==> src/rtl/i2s_output.sv <==
// i2s_output: I2S master transmitter for the external audio DAC.
//
// Takes one stereo pair at a time from a stb/ack handshake and keeps it in a
// one-deep holding buffer. It generates MCLK, BCLK and LRCLK itself and sends
// each frame MSB-first in Philips I2S format, with 64 BCLK per frame (32 per slot).
//
// Ports:
//   clk          system clock (clk_50)
//   rst_n        asynchronous active-low reset
//   in_left      left sample, two's complement
//   in_right     right sample, two's complement
//   in_stb       sample pair valid
//   in_ack       holding buffer empty; a transfer happens when in_stb && in_ack
//   mclk_out     DAC master clock, clk / (2*MCLK_DIV)
//   bclk_out     bit clock, clk / (2*BCLK_DIV)
//   lrclk_out    word select, 0 = left slot, 1 = right slot
//   dout_out     serial data, updated on the BCLK falling edge
//   underrun_out one-clk pulse when a frame starts with no buffered pair
module i2s_output #(
  parameter int SAMPLE_WIDTH = 24,
  parameter int BCLK_DIV     = 12,
  parameter int MCLK_DIV     = 2
) (
  input  logic                    clk,
  input  logic                    rst_n,
  input  logic [SAMPLE_WIDTH-1:0] in_left,
  input  logic [SAMPLE_WIDTH-1:0] in_right,
  input  logic                    in_stb,
  output logic                    in_ack,
  output logic                    mclk_out,
  output logic                    bclk_out,
  output logic                    lrclk_out,
  output logic                    dout_out,
  output logic                    underrun_out
);

  localparam int BCW = (BCLK_DIV > 1) ? $clog2(BCLK_DIV) : 1;
  localparam int MCW = (MCLK_DIV > 1) ? $clog2(MCLK_DIV) : 1;
  localparam logic [BCW-1:0] BCLK_TC  = BCW'(BCLK_DIV - 1);
  localparam logic [BCW-1:0] BCLK_ONE = BCW'(1);
  localparam logic [MCW-1:0] MCLK_TC  = MCW'(MCLK_DIV - 1);
  localparam logic [MCW-1:0] MCLK_ONE = MCW'(1);

  // Bit k of a slot (1..SAMPLE_WIDTH) is sample[SAMPLE_WIDTH-k]. k = 0 and any
  // slot position past the sample width give 0.
  function automatic logic select_bit(input logic [SAMPLE_WIDTH-1:0] s,
                                      input logic [5:0]              k);
    logic r;
    r = 1'b0;
    for (int i = 0; i < SAMPLE_WIDTH; i++) begin
      if (k == 6'(SAMPLE_WIDTH - i)) begin
        r = s[i];
      end else begin
        r = r;
      end
    end
    return r;
  endfunction

  logic [MCW-1:0]          mclk_cnt_r;
  logic                    mclk_r;
  logic [BCW-1:0]          bclk_cnt_r;
  logic                    bclk_r;
  logic [5:0]              bit_cnt_r;
  logic                    lrclk_r;
  logic                    dout_r;
  logic                    underrun_r;
  logic [SAMPLE_WIDTH-1:0] frame_left_r;
  logic [SAMPLE_WIDTH-1:0] frame_right_r;
  logic [SAMPLE_WIDTH-1:0] buf_left_r;
  logic [SAMPLE_WIDTH-1:0] buf_right_r;
  logic                    full_r;

  logic                    fall_s;
  logic                    wrap_s;
  logic                    xfer_s;
  logic [5:0]              bit_nxt_s;
  logic [SAMPLE_WIDTH-1:0] slot_s;
  logic                    dout_nxt_s;

  // Decode the BCLK falling edge, frame wrap and handshake transfer.
  always_comb begin
    fall_s    = (bclk_cnt_r == BCLK_TC) && bclk_r;
    bit_nxt_s = bit_cnt_r + 6'd1;
    wrap_s    = fall_s && (bit_nxt_s == 6'd0);
    xfer_s    = in_stb && !full_r;
  end

  // Choose the data bit for the slot position that is about to start.
  always_comb begin
    slot_s = frame_left_r;
    if (bit_nxt_s[5]) begin
      slot_s = frame_right_r;
    end else begin
      slot_s = frame_left_r;
    end
    dout_nxt_s = select_bit(slot_s, {1'b0, bit_nxt_s[4:0]});
  end

  // Free-running MCLK divider. It does not depend on the BCLK prescaler.
  always_ff @(posedge clk or negedge rst_n) begin
    if (!rst_n) begin
      mclk_cnt_r <= {MCW{1'b0}};
      mclk_r     <= 1'b0;
    end else if (mclk_cnt_r == MCLK_TC) begin
      mclk_cnt_r <= {MCW{1'b0}};
      mclk_r     <= ~mclk_r;
    end else begin
      mclk_cnt_r <= mclk_cnt_r + MCLK_ONE;
    end
  end

  // BCLK prescaler. The first rising edge is at BCLK_DIV cycles after reset.
  always_ff @(posedge clk or negedge rst_n) begin
    if (!rst_n) begin
      bclk_cnt_r <= {BCW{1'b0}};
      bclk_r     <= 1'b0;
    end else if (bclk_cnt_r == BCLK_TC) begin
      bclk_cnt_r <= {BCW{1'b0}};
      bclk_r     <= ~bclk_r;
    end else begin
      bclk_cnt_r <= bclk_cnt_r + BCLK_ONE;
    end
  end

  // Holding buffer. Only an empty buffer can accept a transfer, so a write and
  // a frame load never collide. A load on the wrap empties the buffer.
  always_ff @(posedge clk or negedge rst_n) begin
    if (!rst_n) begin
      full_r      <= 1'b0;
      buf_left_r  <= {SAMPLE_WIDTH{1'b0}};
      buf_right_r <= {SAMPLE_WIDTH{1'b0}};
    end else if (xfer_s) begin
      full_r      <= 1'b1;
      buf_left_r  <= in_left;
      buf_right_r <= in_right;
    end else if (wrap_s) begin
      full_r      <= 1'b0;
    end else begin
      full_r      <= full_r;
    end
  end

  // Serialiser: on each BCLK falling edge, step the bit counter, update LRCLK
  // and DOUT, and load a new frame on the 63->0 wrap. The bit sent at k = 0 is
  // always 0, so the newly loaded frame is not needed until the next edge.
  always_ff @(posedge clk or negedge rst_n) begin
    if (!rst_n) begin
      bit_cnt_r     <= 6'd63;
      lrclk_r       <= 1'b1;
      dout_r        <= 1'b0;
      underrun_r    <= 1'b0;
      frame_left_r  <= {SAMPLE_WIDTH{1'b0}};
      frame_right_r <= {SAMPLE_WIDTH{1'b0}};
    end else begin
      underrun_r <= 1'b0;
      if (fall_s) begin
        bit_cnt_r <= bit_nxt_s;
        lrclk_r   <= bit_nxt_s[5];
        dout_r    <= dout_nxt_s;
      end else begin
        bit_cnt_r <= bit_cnt_r;
      end
      if (wrap_s && full_r) begin
        frame_left_r  <= buf_left_r;
        frame_right_r <= buf_right_r;
      end else if (wrap_s) begin
        frame_left_r  <= {SAMPLE_WIDTH{1'b0}};
        frame_right_r <= {SAMPLE_WIDTH{1'b0}};
        underrun_r    <= 1'b1;
      end else begin
        frame_left_r  <= frame_left_r;
      end
    end
  end

  assign in_ack       = ~full_r;
  assign mclk_out     = mclk_r;
  assign bclk_out     = bclk_r;
  assign lrclk_out    = lrclk_r;
  assign dout_out     = dout_r;
  assign underrun_out = underrun_r;

endmodule

==> config.mk <==
export PLATFORM = sky130hd
export DESIGN_NAME = i2s_output
export DESIGN_NICKNAME = d
export VERILOG_FILES = /design/src/rtl/i2s_output.sv
export SDC_FILE = /design/constraint.sdc
export NUM_CORES = 1
export LEC_CHECK = 0
export CAP_MARGIN = 5
export CORE_ASPECT_RATIO = 1.2
export CORE_MARGIN = 1
export CORE_UTILIZATION = 50
export CTS_CLUSTER_SIZE = 12
export DETAILED_ROUTE_END_ITERATION = 8
export PLACE_DENSITY_LB_ADDON = 0.1
export SETUP_SLACK_MARGIN = 0.3
export SYNTH_ARGS = -nofsm -noshare
export SYNTH_HDL_FRONTEND = slang
export SYNTH_SLANG_ARGS = --single-unit
export TNS_END_PERCENT = 20
==> constraint.sdc <==
create_clock -name clk -period 4.05 [get_ports clk]
set_clock_uncertainty 0.15 [all_clocks]
set_input_delay 1.215 -clock clk [delete_from_list [all_inputs] [get_ports clk]]
set_output_delay 1.215 -clock clk [all_outputs]
set_load 0.1 [all_outputs]
# ---- Word level (Yosys, flattened, before mapping)
# Cells that the tools add are included.
dict set report totals {
  wordCells 86
  out_inout_bits 6
  reg_bits 113
  inputBits 51
}
dict set report op_classes {
  n_eq_ne 25
  bitwise_logic 3
  muxes 34
  n_reduce_logical 8
  addsub 3
}
# op count
set op_table {}
lappend op_table {{two-way mux 24 bit} 4}
lappend op_table {{equality test 5 bit, second input constant} 9}
lappend op_table {{equality test 5 x 4 -> 1 bit, second input constant} 8}
lappend op_table {{two-way mux 1 bit} 29}
lappend op_table {{equality test 5 x 3 -> 1 bit, second input constant} 4}
lappend op_table {{equality test 5 x 2 -> 1 bit, second input constant} 2}
lappend op_table {{adder 6 x 1 -> 6 bit, second input constant} 1}
lappend op_table {{zero test 6 bit} 1}
lappend op_table {{equality test 5 x 1 -> 1 bit, second input constant} 1}
lappend op_table {{adder 4 x 1 -> 4 bit, second input constant} 1}
lappend op_table {{equality test 4 bit, second input constant} 1}
lappend op_table {{logical AND 1 bit} 4}
lappend op_table {{two-way mux 4 bit} 1}
lappend op_table {{nonzero test 2 bit} 2}
lappend op_table {{inverter 1 bit} 3}
lappend op_table {{adder 1 bit, second input constant} 1}
lappend op_table {{zero test 1 bit} 1}

# ---- Logic depth before layout (Yosys ltp)
# Gate-level depths: netlist (run 1).
dict set report logic_depth {
  depth_word 26
  depth_mapped 11
  mapped_depth_nobuf 9
}

# ---- Worst setup path after synthesis (run 1)
# OpenSTA, ideal clock, no wires.
dict set report synth_path {
  kind {input port to flip-flop}
  start {input port in_stb}
  end {register buf_left_r[14]}
  t_arrival_ps 2486
  setup_slack_ps 1289
  path_buffers 2
  required_time_ps 3775
  stages 4
  setup_ps 125
  cell_sequence {nor2b_1 clkbuf_1 buf_1 mux2_2}
}
dict set report synth_between {
  elab_chain_cells 1
}
# element line
set synth_rtl {}
lappend synth_rtl {{start, declared} 28} ;# input logic in_stb,
lappend synth_rtl {{logical AND 1 bit} 86} ;# xfer_s = in_stb && !full_r;
lappend synth_rtl {{end signal, assigned} 131} ;# buf_left_r <= {SAMPLE_WIDTH{1'b0}};
lappend synth_rtl {{end signal, assigned} 135} ;# buf_left_r <= in_left;
lappend synth_rtl {{end, declared} 70} ;# logic [SAMPLE_WIDTH-1:0] buf_left_r;
# No other way between the ends.
# A chain may end at the register's enable or synchronous reset.

# ---- Worst setup path in the final report (run 1)
dict set report layout_path {
  start {register bit_cnt_r[5]}
  end {register dout_r, in the netlist dout_out}
}
dict set report layout_between {
  elab_chain_cells 26
}
# element line
set layout_rtl {}
lappend layout_rtl {{start, declared} 64} ;# logic [5:0] bit_cnt_r;
lappend layout_rtl {{start signal, assigned} 158} ;# bit_cnt_r <= bit_nxt_s;
lappend layout_rtl {{start signal, assigned} 162} ;# bit_cnt_r <= bit_cnt_r;
lappend layout_rtl {{adder 6 x 1 -> 6 bit *} 84} ;# bit_nxt_s = bit_cnt_r + 6'd1;
lappend layout_rtl {{two-way mux 24 bit *} 92} ;# if (bit_nxt_s[5]) begin
lappend layout_rtl {{two-way mux 1 bit (23 in series)} 51} ;# if (k == 6'(SAMPLE_WIDTH - i)) begin
lappend layout_rtl {{two-way mux 1 bit *} 51}
lappend layout_rtl {{end signal, assigned} 160} ;# dout_r <= dout_nxt_s;
lappend layout_rtl {{end, declared} 66} ;# logic dout_r;
# Every way passes the cells marked *; elsewhere a longest branch is shown, timed or not.

==> impl_results.md, run 1 <==
* Root Buffer: clkbuf_16
* Slew Limit Fails at 0
* Largest net degree at the start of global routing at 67
* Simple-gate share of the synthesized area at 16.7%
* Min-delay src: mclk_cnt_r
* Sinks on Clock Net at 112
* Via density at 5.71
* Slowest CP cell: dfstp_2
* Top cells by instance count after synthesis: nand2_1, dfrtp_1, o21ai_0
* Nets at 646
* Setup TNS at 0 ns
* Synth async-reset ratio at 100%
* CTS Buf Count at 9
* Ys flop type: dfrtp_1
* Critical Path Source Type: flop
* Yosys warning count at 0
* CTS max path bufs at 2
* Pre-CTS setup slack at 0.848 ns
* Worst path max stage delay at 0.87 ns
* Fmax at 303 MHz
* Leading area contributor after synthesis: dfrtp_1
* Post-Syn Instances at 553
* Routed Antenna Nets at 0
* Routability cong. at 0.916
* Antenna violations before repair at 0
* WL final at 12.4 mm
* Die area at 0.0114 sq mm
* Fraction of layout cells with a size suffix above 1 at 17.2%
* Worst r2r src: bit_cnt_r[5]
* First-pass GRT wire length at 20.7 mm
* Worst slew pin tran at 0.774 ns
* Syn nets at 610
* Critical path arrival at 3.37 ns
* Die height at 117 um
* WL/cell at 17.1 um
* Hpwl dp at 8.97 mm
* Hold crit path type: reg2reg
* R2R cell count at 7
* Grt total ovfl at 0
* DR iter-0 viols at 221
* Leak at 2.74 nW
* Worst R2R Setup Slack at 0.75 ns
* Starting Density at 51.9%
* Pwr/cell area at 412 mW/mm^2
* Post-CTS resize count at 0
* Seq/Total Area, Yosys at 51.0%
* Peak VDD IR at 0.273 mV
* Setup repair after global routing missed its margin: false
* Post-synth EDFFs at 0
* CTS tree: built
* Number of global-route vias before repair at 4,039
* Adder-Cell Fraction of Synth Area at 1.36%
* Total track usage at 23.5%
* Register bit total from synthesis at 112
* Filler cells at 950
* Cell area after layout at 0.00642 sq mm
* Compound-Gate Fraction of Synth Area at 15.2%
* Max-slew headroom at 48.4%
* Mapped Avg Cell Area at 9.97 sq um
* Setup CP Type: reg2reg
* IO Count at 57
* Hold Path Cell Cnt at 1
* Clk_lat worst skew at 0.35 ns
* Die W at 97.8 um
* Via count at 4,127
* Most common cell in the netlist: nand2_1
* Crit-path cells: clkinv_1 -> a21oi_1 -> nor2_2 -> a211oi_2 -> o311ai_1 -> a2111oi_2 -> o21ai_1
* Yosys top cell area share at 48.1%
* Crit-path max FO at 33
* Drt drc at 4
* Failing checks: design-rule violations
* Status: finished, violations left
* Crit. End Element: flop
* Clock-pin slew on the worst setup and hold paths at 0.08 ns
* Largest cells by area after synthesis: dfrtp_1, mux2_2, nand2_1, o21ai_0, dfstp_2
* Row cnt at 41
* Total inserted antenna cells at 0
* Setup bufs post-CTS at 0
* Post-CTS Hold Fix Bufs at 0
* Core outline area at 0.0106 sq mm
* Worst reg2reg path endpoint: dout_out
* # setup viols final at 0
* Post-synthesis xor/xnor area fraction at 1.57%
* Distinct cell type count after synthesis at 62
* Hold Crit Endpoint: mclk_cnt_r
* Max_cap viols at 0
* Synthesized cell area at 0.00551 sq mm
* Pre-antenna DRT Iters at 7
* Period utilization at 81.4%
* Area growth syn-to-layout at 16.6%
* H-tree Lvls at 3
* CP required at 4.12 ns
* Final Worst Setup Slack at 0.751 ns
* Endpoints failing hold at 0
* Share of synthesized area spent on multiplexers at 10.6%
* Largest family of logic cells by synthesized area: simple AND/OR/NAND/NOR gates
* Placed Area at 0.00613 sq mm
* # port buffers at 56
* Final critical-path required period at 3.30 ns
[sequential cells by signal, indices dropped and copies added (netlist names), 4 cells and up]
register       cells
frame_right_r     24
bclk_cnt_r         4
buf_right_r       24
bit_cnt_r          6
frame_left_r      24
buf_left_r        24
[per-stage QoR]
| step | hold slack, ns | power (mW) | util, % | cells |
|---|---|---|---|---|
| floorplan | 0.263 | 1.65 | - | 553 |
| global placement | 0.274 | 1.78 | 57.7 | 707 |
| detailed placement | 0.285 | 1.81 | 57.7 | 707 |
| CTS | 0.297 | 2.69 | 60.5 | 723 |
| global route | 0.310 | 2.79 | 60.5 | 723 |
| finish | 0.292 | 2.65 | 60.5 | 723 |
[routing by layer]
metal  vias to the layer above  routed length (um)  GRT usage, %
met5                         -                   0             0
met4                         0                 133          7.17
met3                        12                 474          3.62
met2                       100                6300          40.8
met1                      1993                5490          30.7
li1                       2022                   -             -
[worst max-delay path by stage]
stage / from / slack, ns / endpoint
4_1_cts: bit_cnt_r[5] / 0.83 / dout_out
6_report: bit_cnt_r[5] / 0.75 / dout_out
5_1_grt: bit_cnt_r[5] / 0.58 / dout_out
3_3_place_gp: bit_cnt_r[5] / 0.89 / dout_out
3_5_place_dp: bit_cnt_r[5] / 0.85 / dout_out
2_1_floorplan: in_stb / 1.29 / buf_left_r[14]
[logic make-up after synthesis]
kind of cell | after synthesis
simple gates | 200
compound gates | 128
flops | 112
mux | 52
buf+inv | 46
xor+xnor | 9
fa+ha+maj | 6
[final cells by class]
type	count	area [sq um]	share of cell area, %
Multi-Input combinational cell	395	2510	39.0
Inverter	9	33.8	0.526
Clock buffer	10	239	3.72
Tap cell	129	161	2.51
Clock inverter	6	60.1	0.935
Sequential cell	112	2810	43.7
Timing Repair Buffer	62	613	9.54
[critical path, delay by kind of cell (launching register included)]
family,cells,cell delay (ns)
compound gates,5,1.52
buf+inv,1,0.39
flops,1,0.87
simple gates,1,0.21
[layout by cell type, fill, tap and decap left out, types with 4 or more instances in the layout]
| cell | Yosys | final |
|---|---|---|
| a211oi_1 | 5 | 5 |
| a21boi_0 | 4 | 4 |
| a21oi_1 | 6 | 6 |
| a22oi_1 | 4 | 4 |
| a311oi_1 | 5 | 5 |
| a31oi_1 | 5 | 5 |
| and2_1 | 6 | 6 |
| buf_4 | 0 | 11 |
| clkbuf_16 | 0 | 9 |
| clkdlybuf4s50_1 | 0 | 49 |
| dfrtp_1 | 106 | 106 |
| dfstp_2 | 6 | 6 |
| ha_1 | 6 | 6 |
| inv_1 | 7 | 7 |
| mux2_2 | 49 | 49 |
| nand2_1 | 125 | 125 |
| nand2b_1 | 8 | 8 |
| nand3_1 | 15 | 15 |
| nand4_1 | 8 | 8 |
| nor2_1 | 12 | 12 |
| nor3_1 | 5 | 5 |
| nor3b_1 | 5 | 5 |
| o21ai_0 | 52 | 52 |
| o21ai_1 | 13 | 13 |
| xnor2_1 | 6 | 6 |
[where the power goes]
part | switching, mW | internal, mW
Combinational | 0.146 | 0.226
Clock | 0.426 | 0.449
Sequential | 0.0948 | 1.30
Power figures use the tool's default switching activity.
==> run 2, diff against run 1 <==
==> constraint.sdc (replaced) <==
create_clock -name clk -period 3.1 [get_ports clk]
set_clock_uncertainty 0.15 [all_clocks]
set_input_delay 0.93 -clock clk [delete_from_list [all_inputs] [get_ports clk]]
set_output_delay 0.93 -clock clk [all_outputs]
set_load 0.1 [all_outputs]
==> impl_results.md, run 2 (synthesized netlist as in run 1, its figures left out) <==
* Status: finished, violations left
* Failing checks: design-rule violations
* CTS Buf Count at 9 (unchanged)
* Critical path arrival at 2.76 ns (-0.61 ns)
* Sw power at 0.873 mW (+31%)
* Setup CP Type: reg2reg
* Setup TNS at 0 ns (unchanged)
* Multi-input gate area at 0.00253 sq mm (+1.1%)
* Number of global-route vias before repair at 4,237 (+4.9%)
* FF/Latch Area at 0.00281 sq mm (unchanged)
* Root Buffer: clkbuf_16
* Routability cong. at 0.920 (+0.36%)
* # setup viols final at 0 (unchanged)
* Critical Path Source Type: flop
* Most frequent cells in the layout: nand2_1, dfrtp_1, o21ai_0, mux2_2, clkdlybuf4s50_1
* Logic pwr share at 14.1% (about the same)
* CTS max path bufs at 2 (unchanged)
* Worst slew pin tran at 0.549 ns (-0.225 ns)
* Worst reg2reg path endpoint: dout_out
* Slowest CP cell: dfstp_2
* Cell family contributing the most delay on the critical path: compound AO/OA/AOI/OAI gates
* Max_cap viols at 0 (unchanged)
* Buf/Inv on CP at 1 (unchanged)
* Area growth syn-to-layout at 20.1%
* Die height at 117 um (unchanged)
* Via count at 4,255 (+3.1%)
* Total inserted antenna cells at 0 (unchanged)
* Switching part of the total at 25.4% (+0.21 points)
* Fmax at 371 MHz (+22%)
* Clock-pin slew on the worst setup and hold paths at 0.08 ns (about the same)
* Hold Crit Endpoint: mclk_cnt_r
* Clock network fraction of total power at 32.6% (-0.4 points)
* Total track usage at 24.0% (+0.50 points)
* Slew Limit Fails at 0 (unchanged)
* CTS tree: built
* Hold crit path type: reg2reg
* Largest net degree at the start of global routing at 75 (+12%)
* WL/cell at 17.7 um (+3.0%)
* Pre-antenna DRT Iters at 7 (unchanged)
* H-tree Lvls at 3 (unchanged)
* Crit-path cells: buf_4 -> and4_2 -> nand3_2 -> and3_1 -> o31ai_1 -> a21oi_1 -> a2111oi_2 -> o21ai_1
* Setup repair after global routing missed its margin: true
* Power Internal at 2.56 mW (+30%)
* Drt drc at 4 (unchanged)
* Hpwl dp at 9.43 mm (+5.2%)
* Most common cell after layout, fill and taps aside: nand2_1
* Crit-path max FO at 7 (-79%)
* Period utilization at 86.9% (+5.4 points)
* Post-CTS Hold Fix Bufs at 0 (unchanged)
* Final Worst Setup Slack at 0.407 ns (-0.345 ns)
* Antenna violations before repair at 0 (unchanged)
* Endpoints failing hold at 0 (unchanged)
* Sinks on Clock Net at 112 (unchanged)
* Worst R2R Setup Slack at 0.41 ns (-0.34 ns)
* Starting Density at 51.9% (unchanged)
* IO Count at 57 (unchanged)
* CP required at 3.17 ns (-0.95 ns)
* Pwr/cell area at 519 mW/mm^2 (+26%)
* Sequential Power Share at 53.3% (+0.4 points)
* Final critical-path required period at 2.69 ns (-0.605 ns)
* Routed Antenna Nets at 0 (unchanged)
* Worst r2r src: bit_cnt_r[1]
* Via density at 5.73 (+0.33%)
* Crit. End Element: flop
* Cell area after layout at 0.00662 sq mm (+3.0%)
* Die area at 0.0114 sq mm (unchanged)
* Die W at 97.8 um (unchanged)
* Grt total ovfl at 0 (unchanged)
* Hold Path Cell Cnt at 1 (unchanged)
* Row cnt at 41 (unchanged)
* Placed Area at 0.00626 sq mm (+2.2%)
* Worst path max stage delay at 0.59 ns (-0.28 ns)
* Pre-CTS setup slack at 0.275 ns (-0.574 ns)
* Fraction of layout cells with a size suffix above 1 at 20.7% (+3.5 points)
* Core outline area at 0.0106 sq mm (unchanged)
* Min-delay src: mclk_cnt_r
* R2R cell count at 8 (+1)
* Clk_lat worst skew at 0.35 ns (about the same)
* Max-slew headroom at 63.4% (+15 points)
* DR iter-0 viols at 232 (+5.0%)
* Peak VDD IR at 0.356 mV (+30%)
* Filler cells at 917 (-3.5%)
* # port buffers at 56 (unchanged)
* Leak at 2.84 nW (+3.7%)
* WL final at 13.1 mm (+5.9%)
* Nets at 666 (+3.1%)
* First-pass GRT wire length at 21.3 mm (+2.8%)
==> run 2: cell type report <==
class | count | share of cell area (%)
Clock inverter | 6 | 0.775
Sequential cell | 112 | 42.5
Timing Repair Buffer | 82 | 12.1
Tap cell | 129 | 2.44
Inverter | 9 | 0.510
Clock buffer | 10 | 3.46
Multi-Input combinational cell | 395 | 38.3
==> run 2: worst max path at each step <==
| stage | from | endpoint | cells past startpoint |
|---|---|---|---|
| global route | bit_cnt_r[1] | dout_out | 9 |
| CTS | bit_cnt_r[0] | dout_out | 9 |
| detailed placement | bit_cnt_r[1] | dout_out | 9 |
| finish | bit_cnt_r[1] | dout_out | 8 |
| floorplan | bit_cnt_r[5] | dout_out | 7 |
| global placement | bit_cnt_r[0] | dout_out | 9 |
==> run 2: worst reg2reg max path, stage by stage, from the launching register on <==
cell and delay (ns):
dfstp_2 0.59, buf_4 0.14, and4_2 0.32, nand3_2 0.20, and3_1 0.29, o31ai_1 0.28
a21oi_1 0.12, a2111oi_2 0.36, o21ai_1 0.11
==> run 2: metal layers <==
metal / GRT usage (%) / wire (um) / up-vias
met1: 29.5 / 5700 / 2084
met2: 42.8 / 6650 / 96
met5: 0 / 0 / -
li1: - / - / 2054
met4: 9.80 / 339 / 0
met3: 3.56 / 441 / 21
==> run 2: timing repair <==
action                                  4_1_cts  5_1_grt
resized for setup                             1        6
pin swaps                                     0        1
endpoints found under the setup margin        1        1
gates cloned                                  0        0
setup buffers                                 0        7
==> run 2: power by group through the flow <==
stage	logic, mW	registers, mW	clock network, mW
finish	0.485	1.83	1.12
global route	0.547	1.86	1.19
CTS	0.498	1.83	1.15
detailed placement	0.497	1.86	0
global placement	0.478	1.85	0
floorplan	0.341	1.82	0
==> run 2: stage by stage <==
step           cells  hold slack [ns]  total power, mW  utilization, %
2_1_floorplan    553            0.263             2.16               -
3_3_place_gp     720            0.275             2.33            59.0
3_5_place_dp     720            0.308             2.36            59.0
4_1_cts          736            0.324             3.48            61.6
5_1_grt          743            0.325             3.60            62.3
6_report         743            0.316             3.44            62.3
